### src/rtl/io_ports_hs_if.sv
// CPU-side and external-side signals of the I/O port bank.
// clk and reset stay outside the interface.
interface io_ports_hs_if #(
  parameter int NPORTS = 4,
  parameter int WIDTH  = 8,
  parameter int SEL_W  = 2
);
  logic                    we_port;
  logic                    re_port;
  logic [SEL_W-1:0]        port_sel;
  logic [WIDTH-1:0]        wdata;
  logic [WIDTH-1:0]        rdata;
  logic                    stall;
  logic [NPORTS*WIDTH-1:0] in_data;
  logic [NPORTS-1:0]       in_valid;
  logic [NPORTS-1:0]       in_ready;
  logic [NPORTS*WIDTH-1:0] out_data;
  logic [NPORTS-1:0]       out_valid;
  logic [NPORTS-1:0]       out_ready;
  logic [NPORTS-1:0]       irq_mask;
  logic                    irq;

  modport slave (
    input  we_port, re_port, port_sel, wdata, in_data, in_valid, out_ready, irq_mask,
    output rdata, stall, in_ready, out_data, out_valid, irq
  );

  modport master (
    output we_port, re_port, port_sel, wdata, in_data, in_valid, out_ready, irq_mask,
    input  rdata, stall, in_ready, out_data, out_valid, irq
  );
endinterface

### src/rtl/io_ports_hs.sv
// Parametrised I/O port bank: per-port one-entry input buffer and output register with
// valid/ready handshakes, CPU stall request and a registered maskable input interrupt.
module io_ports_hs_lane #(
  parameter int WIDTH = 8
) (
  input  logic             clk,
  input  logic             reset,
  input  logic [WIDTH-1:0] in_data_i,
  input  logic             in_valid_i,
  input  logic             rd_i,
  input  logic             wr_i,
  input  logic [WIDTH-1:0] wdata_i,
  input  logic             out_ready_i,
  output logic [WIDTH-1:0] in_buf_o,
  output logic             in_full_o,
  output logic [WIDTH-1:0] out_data_o,
  output logic             out_valid_o
);
  logic [WIDTH-1:0] in_buf_q, in_buf_d, out_data_q, out_data_d;
  logic             in_full_q, in_full_d, out_valid_q, out_valid_d;

  // Capture needs an empty buffer and consume needs a full one, so they never collide.
  always_comb begin
    in_buf_d    = in_buf_q;
    in_full_d   = in_full_q;
    out_data_d  = out_data_q;
    out_valid_d = out_valid_q;
    if (in_valid_i && !in_full_q) begin
      in_buf_d  = in_data_i;
      in_full_d = 1'b1;
    end else if (rd_i) begin
      in_full_d = 1'b0;
    end
    if (wr_i) begin
      out_data_d  = wdata_i;
      out_valid_d = 1'b1;
    end else if (out_valid_q && out_ready_i) begin
      out_valid_d = 1'b0;
    end
  end

  always_ff @(posedge clk or negedge reset) begin
    if (!reset) begin
      in_buf_q    <= '0;
      in_full_q   <= 1'b0;
      out_data_q  <= '0;
      out_valid_q <= 1'b0;
    end else begin
      in_buf_q    <= in_buf_d;
      in_full_q   <= in_full_d;
      out_data_q  <= out_data_d;
      out_valid_q <= out_valid_d;
    end
  end

  assign in_buf_o    = in_buf_q;
  assign in_full_o   = in_full_q;
  assign out_data_o  = out_data_q;
  assign out_valid_o = out_valid_q;
endmodule

module io_ports_hs #(
  parameter int NPORTS = 4,
  parameter int WIDTH  = 8,
  parameter int SEL_W  = 2
) (
  input  logic         clk,
  input  logic         reset,
  io_ports_hs_if.slave bus
);
  logic [NPORTS-1:0][WIDTH-1:0] in_data_a, in_buf_a, out_data_a;
  logic [NPORTS-1:0]            sel_hit, in_full, out_valid, wr, rd;
  logic                         stall_wr, stall_rd, stall;
  logic [WIDTH-1:0]             rdata;
  logic                         irq_q, irq_d;

  assign in_data_a = bus.in_data;

  // An out-of-range port_sel matches no lane, which silences writes, reads and stall.
  for (genvar k = 0; k < NPORTS; k++) begin : g_lane
    assign sel_hit[k] = (bus.port_sel == SEL_W'(k));
    assign wr[k]      = bus.we_port && sel_hit[k] && !stall;
    assign rd[k]      = bus.re_port && sel_hit[k] && !stall;

    io_ports_hs_lane #(.WIDTH(WIDTH)) u_lane (
      .clk         (clk),
      .reset       (reset),
      .in_data_i   (in_data_a[k]),
      .in_valid_i  (bus.in_valid[k]),
      .rd_i        (rd[k]),
      .wr_i        (wr[k]),
      .wdata_i     (bus.wdata),
      .out_ready_i (bus.out_ready[k]),
      .in_buf_o    (in_buf_a[k]),
      .in_full_o   (in_full[k]),
      .out_data_o  (out_data_a[k]),
      .out_valid_o (out_valid[k])
    );
  end

  assign stall_wr = bus.we_port && |(sel_hit & out_valid & ~bus.out_ready);
  assign stall_rd = bus.re_port && |(sel_hit & ~in_full);
  assign stall    = stall_wr || stall_rd;

  always_comb begin
    rdata = '0;
    for (int k = 0; k < NPORTS; k++)
      if (sel_hit[k]) rdata = rdata | in_buf_a[k];
  end

  assign irq_d = |(in_full & bus.irq_mask);

  always_ff @(posedge clk or negedge reset) begin
    if (!reset) irq_q <= 1'b0;
    else        irq_q <= irq_d;
  end

  assign bus.rdata     = rdata;
  assign bus.stall     = stall;
  assign bus.in_ready  = ~in_full;
  assign bus.out_data  = out_data_a;
  assign bus.out_valid = out_valid;
  assign bus.irq       = irq_q;
endmodule

### src/flat_wrapper.sv
// flat-port wrapper written by rule: the top's interface ports become plain ports
module io_ports_hs_flat 
#(
  parameter int NPORTS = 4,
  parameter int WIDTH  = 8,
  parameter int SEL_W  = 2
)
  (clk, reset, bus_we_port, bus_re_port, bus_port_sel, bus_wdata, bus_in_data, bus_in_valid, bus_out_ready, bus_irq_mask, bus_rdata, bus_stall, bus_in_ready, bus_out_data, bus_out_valid, bus_irq);
  io_ports_hs_if #(.NPORTS(NPORTS), .WIDTH(WIDTH), .SEL_W(SEL_W)) bus_i ();
  input  logic clk;
  input  logic reset;
  input wire logic [$bits(bus_i.we_port)-1:0] bus_we_port;
  input wire logic [$bits(bus_i.re_port)-1:0] bus_re_port;
  input wire logic [$bits(bus_i.port_sel)-1:0] bus_port_sel;
  input wire logic [$bits(bus_i.wdata)-1:0] bus_wdata;
  input wire logic [$bits(bus_i.in_data)-1:0] bus_in_data;
  input wire logic [$bits(bus_i.in_valid)-1:0] bus_in_valid;
  input wire logic [$bits(bus_i.out_ready)-1:0] bus_out_ready;
  input wire logic [$bits(bus_i.irq_mask)-1:0] bus_irq_mask;
  output wire logic [$bits(bus_i.rdata)-1:0] bus_rdata;
  output wire logic [$bits(bus_i.stall)-1:0] bus_stall;
  output wire logic [$bits(bus_i.in_ready)-1:0] bus_in_ready;
  output wire logic [$bits(bus_i.out_data)-1:0] bus_out_data;
  output wire logic [$bits(bus_i.out_valid)-1:0] bus_out_valid;
  output wire logic [$bits(bus_i.irq)-1:0] bus_irq;
  assign bus_i.we_port = bus_we_port;
  assign bus_i.re_port = bus_re_port;
  assign bus_i.port_sel = bus_port_sel;
  assign bus_i.wdata = bus_wdata;
  assign bus_i.in_data = bus_in_data;
  assign bus_i.in_valid = bus_in_valid;
  assign bus_i.out_ready = bus_out_ready;
  assign bus_i.irq_mask = bus_irq_mask;
  assign bus_rdata = bus_i.rdata;
  assign bus_stall = bus_i.stall;
  assign bus_in_ready = bus_i.in_ready;
  assign bus_out_data = bus_i.out_data;
  assign bus_out_valid = bus_i.out_valid;
  assign bus_irq = bus_i.irq;
  io_ports_hs #(.NPORTS(NPORTS), .WIDTH(WIDTH), .SEL_W(SEL_W)) u_core (.clk(clk), .reset(reset), .bus(bus_i));
endmodule
### config.mk
export PLATFORM = sky130hd
export DESIGN_NAME = io_ports_hs_flat
export DESIGN_NICKNAME = d
export VERILOG_FILES = /design/src/rtl/io_ports_hs_if.sv /design/src/rtl/io_ports_hs.sv /design/src/flat_wrapper.sv
export SDC_FILE = /design/constraint.sdc
export NUM_CORES = 1
export LEC_CHECK = 0
export ABC_CLOCK_PERIOD_IN_PS = 2740
export CORE_AREA = 3 3 130 95
export DETAILED_ROUTE_END_ITERATION = 10
export DIE_AREA = 0 0 133 98
export PLACE_DENSITY_LB_ADDON = 0.05
export RECOVER_POWER = 50
export SYNTH_ARGS = -nofsm -noshare
export SYNTH_HDL_FRONTEND = slang
export SYNTH_HIERARCHICAL = 1
export SYNTH_SLANG_ARGS = --single-unit
### constraint.sdc
create_clock -name clk -period 2.74 [get_ports clk]
set_input_delay 0.822 -clock clk [delete_from_list [all_inputs] [get_ports clk]]
set_output_delay 0.822 -clock clk [all_outputs]
set_load 0.1 [all_outputs]
==> results summary, run 1 <==
Compared with the post-synthesis result, the final layout area differs by 50.17%. The clock passes through at most 2 buffers. The shortest period the worst path allows came out at 2.852 ns. The checks that failed: capacitance limit, slew limit, setup timing.

The basic-gate share of the synthesized area counting and, or, nand and nor cells is 0.06356. In the final routed layout, each cell accounts on average for 17.07 um. The number of vias after detailed routing came out at 2196. The run finished, with violations left. For this design the top-level I/O count stands at 108.

The worst setup skew after layout is 0.006775 ns. Clock tree synthesis inserted a total of 9 buffers. The data required time of the worst path came out at 1.92 ns. VDD sags by at most 0.3989 mV. The root buffer cell chosen for the clock tree is sky130_fd_sc_hd__clkbuf_16.

The first global-routing pass estimated roughly 14 mm of wire. Data arrives at the worst endpoint at 2.03 ns. The fraction of the mapped netlist area in compound gates is 0.02896. The first-pass iteration count of the detailed router is 4. In the final layout, the share of cells above drive strength 1 is 0.4524. In the routed layout, each cell is associated on average with a via count of between 4 and 5. The final wirelength came out at around 8.5 mm. The floorplan step defined a core boundary enclosing 11010 um2. The via count of the first global-routing pass is between 2000 and 2500.

Clock latency on the worst-skew pair, taken at its later pin, is between 0.3 and 0.4 ns. The critical path is of the in2out type. In the post-route analysis, the smallest setup slack over all paths is -0.1118 ns. The dominant combinational cell family by area after synthesis is multiplexers. The sequential fraction of the synthesis area came out at 0.5491. The synthesized area per cell came out at 15.62 um2.

After filler insertion, the fill cell instance count of the layout stands at 1035. The number of max-capacitance violations reported came out at 1. The largest net degree at the start of global routing came out at 43. The arithmetic-cell share of the synthesized area counting full adders, half adders and majority gates came out at 0. The die is 98 um tall. The power per unit of standard cell area is 1062 nW/um2. The total leakage power came out at 2.222 nW. The final number of hold-violating endpoints is 0. The unique cell type count in the Yosys netlist came out at 27. The count of nets left with antenna violations once routing finished came out at 0. The tightest hold path in the finished design has a slack of 0.4850 ns.

The total die area is between 10000 and 15000 um2. The number of antenna diodes came out at 0. The flip-flop and latch count after synthesis came out at between 70 and 80.

The starting utilization of the core area is 0.3022. The die span in x came out at 133 um. The share of synthesized area spent on multiplexers is 0.3159. The synthesized netlist net count came out at 271. The mapped cell area came out at approximately 3300 um2. The final HPWL from detailed placement came out at between 6 and 7 mm. The final-report max-slew violation count is 32. The number of clock sinks is 73. The max-slew headroom at the worst pin is -0.2179.

Dividing the final minimum period by the clock period gives 1.041. After floorplanning, the core was divided into 32 placement rows. Routability-driven placement finished with a final weighted congestion of roughly 0.73. In this run the worst path has a maximum fanout of 5. The overflow left after global routing came out at 0.

The final-report setup violation count is 1. The initial antenna violation count came out at 0. The net count reported at finish is 401. The initial DRC count came out at 88. The number of standard cells after synthesis is 213. For this run, the share of the core covered by cells in the final layout is 0.4538. Yosys printed 6 warnings. In this run the number of H-tree levels came out at 3. The worst min-delay path class is reg2reg. The startpoint kind of the worst setup timing path is an input pin. Setup repair after global routing could not meet its margin everywhere. The type of destination of the critical path is an output pin. TritonCTS built the clock tree. The slew at the pin closest to its max-slew limit is 1.827 ns. Of the total synthesized cell area, the portion taken by XOR and XNOR cells is 0. The number of buffers inserted for hold repair after clock tree synthesis came out at 0.

The count of buffers added on input and output ports is 107. The post-route DRC violation count is 0. Static timing analysis puts the maximum clock frequency at about 350 MHz. The global routing usage summed across all routing layers is 0.1387. After clock tree synthesis, the clock-pin slew on the worst setup and hold paths is approximately 0.060 ns.
per-stage QoR:
stage	power, mW	std cells	cell area [um2]	setup WS, ns	setup TNS, ns
floorplan	3.379	213	3337	-0.1726	-0.3436
global placement	4.086	482	4706	-0.6407	-20.31
detailed placement	4.096	482	4706	-0.6623	-21.57
CTS	5.453	499	5057	-0.1390	-0.1390
global route	5.508	500	4996	-0.1414	-0.1414
finish	5.305	500	4996	-0.1118	-0.1118
registers in the layout (all words and copies together) (netlist names):
name,cells
u_core/g_lane.u_lane/in_buf_o,32
u_core/g_lane.u_lane/out_data_o,32
u_core/g_lane.u_lane/in_full_o,4
u_core/g_lane.u_lane/out_valid_o,4
u_core/bus.irq,1
critical path: stages:
cell	delay (ns)
sky130_fd_sc_hd__buf_8	0.10
sky130_fd_sc_hd__and4b_4	0.19
sky130_fd_sc_hd__or4_4	0.52
sky130_fd_sc_hd__a21o_4	0.24
sky130_fd_sc_hd__buf_12	0.16
cells in the final DEF, fill, tap and decap left out, types with 2 or more instances in the layout:
master / instances
sky130_fd_sc_hd__nor2b_2: 4
sky130_fd_sc_hd__mux2_1: 19
sky130_fd_sc_hd__buf_8: 2
sky130_fd_sc_hd__bufinv_16: 3
sky130_fd_sc_hd__clkbuf_1: 5
sky130_fd_sc_hd__dfrtp_1: 73
sky130_fd_sc_hd__buf_6: 4
sky130_fd_sc_hd__inv_1: 8
sky130_fd_sc_hd__clkbuf_16: 9
sky130_fd_sc_hd__a22oi_1: 2
sky130_fd_sc_hd__clkinv_2: 2
sky130_fd_sc_hd__buf_4: 54
sky130_fd_sc_hd__buf_12: 15
sky130_fd_sc_hd__clkdlybuf4s50_1: 49
sky130_fd_sc_hd__a21o_1: 4
sky130_fd_sc_hd__nand2_1: 4
sky130_fd_sc_hd__mux4_2: 8
sky130_fd_sc_hd__nor2_1: 5
sky130_fd_sc_hd__nand3_1: 4
sky130_fd_sc_hd__mux2_2: 32
sky130_fd_sc_hd__mux2_4: 13
sky130_fd_sc_hd__nor3_2: 4
sky130_fd_sc_hd__nor2b_1: 2
sky130_fd_sc_hd__a21oi_1: 7
cell families after synthesis:
| group | Yosys count |
|---|---|
| simple gates | 30 |
| mux | 73 |
| flops | 73 |
| buf+inv | 22 |
| compound gates | 15 |
routing by layer:
metal / vias up / global-route usage / part of all wire
li1: 1026 / - / -
met5: - / 0 / 0
met4: 0 / 0.03914 / 0.0093
met3: 7 / 0.04943 / 0.053
met2: 62 / 0.1993 / 0.44
met1: 1101 / 0.1975 / 0.49
Yosys cell counts, drive strengths merged:
| cell type | n | area, um2 |
|---|---|---|
| a21o | 5 | 37.54 |
| a21oi | 8 | 43.79 |
| a22oi | 2 | 15.01 |
| and2b | 1 | 7.510 |
| and4b | 1 | 13.76 |
| and4bb | 1 | 12.51 |
| buf | 13 | 107.6 |
| clkbuf | 1 | 3.750 |
| dfrtp | 73 | 1827 |
| inv | 8 | 30.03 |
| mux2 | 64 | 840.8 |
| mux4 | 9 | 210.2 |
| nand2 | 4 | 15.01 |
| nand3 | 4 | 20.02 |
| nand4 | 1 | 6.260 |
| nor2 | 5 | 18.77 |
| nor2b | 6 | 47.54 |
| nor3 | 4 | 40.04 |
| nor4b | 1 | 8.760 |
| nor4bb | 1 | 10.01 |
| or4 | 1 | 11.26 |
final cells by class:
class	instances	area, um2	area share
Sequential cell	73	1827	0.3656
Timing Repair Buffer	133	1324	0.2650
Multi-Input combinational cell	118	1291	0.2585
Clock buffer	9	225.2	0.04508
Tap cell	153	191.4	0.03832
Clock inverter	6	107.6	0.02154
Inverter	8	30.03	0.006011
power breakdown:
group,leakage [nW],internal (mW),switching (mW)
Combinational,1.20,0.786,1.66
Clock,0.161,0.880,0.446
Sequential,0.857,1.38,0.159
Total,2.22,3.04,2.26
path summary, 6_finish.rpt:
kind | start | end | slack [ns] | depth (start not counted)
max reg2reg | u_core/g_lane[3].u_lane/out_valid_o | u_core/g_lane[2].u_lane/out_data_o[6] | 0.55 | 6
max in group asynchronous | reset | u_core/g_lane[2].u_lane/out_valid_o | 0.70 | 1
min | u_core/g_lane[0].u_lane/in_buf_o[4] | u_core/g_lane[0].u_lane/in_buf_o[4] | 0.49 | 1
min in group asynchronous | reset | u_core/g_lane[2].u_lane/out_data_o[4] | 0.98 | 1
max | bus_port_sel[1] | bus_stall | -0.11 | 5
min reg2reg | u_core/g_lane[0].u_lane/in_buf_o[4] | u_core/g_lane[0].u_lane/in_buf_o[4] | 0.49 | 1
timing repair:
| action | 4_1_cts | 5_1_grt |
|---|---|---|
| cloned | 0 | 0 |
| resized for setup | 25 | 9 |
| pin swaps | 3 | 2 |
| endpoints found under the hold margin | 0 | 0 |
| setup buffers | 2 | 1 |
| endpoints found under the setup margin | 41 | 4 |
Power figures use the tool's default switching activity.
==> run 2: changes to the inputs <==
Settings changed: CAP_MARGIN set to 25.
==> results of run 2 <==
The final DEF is identical to that of run 1; final timing and power are the same.
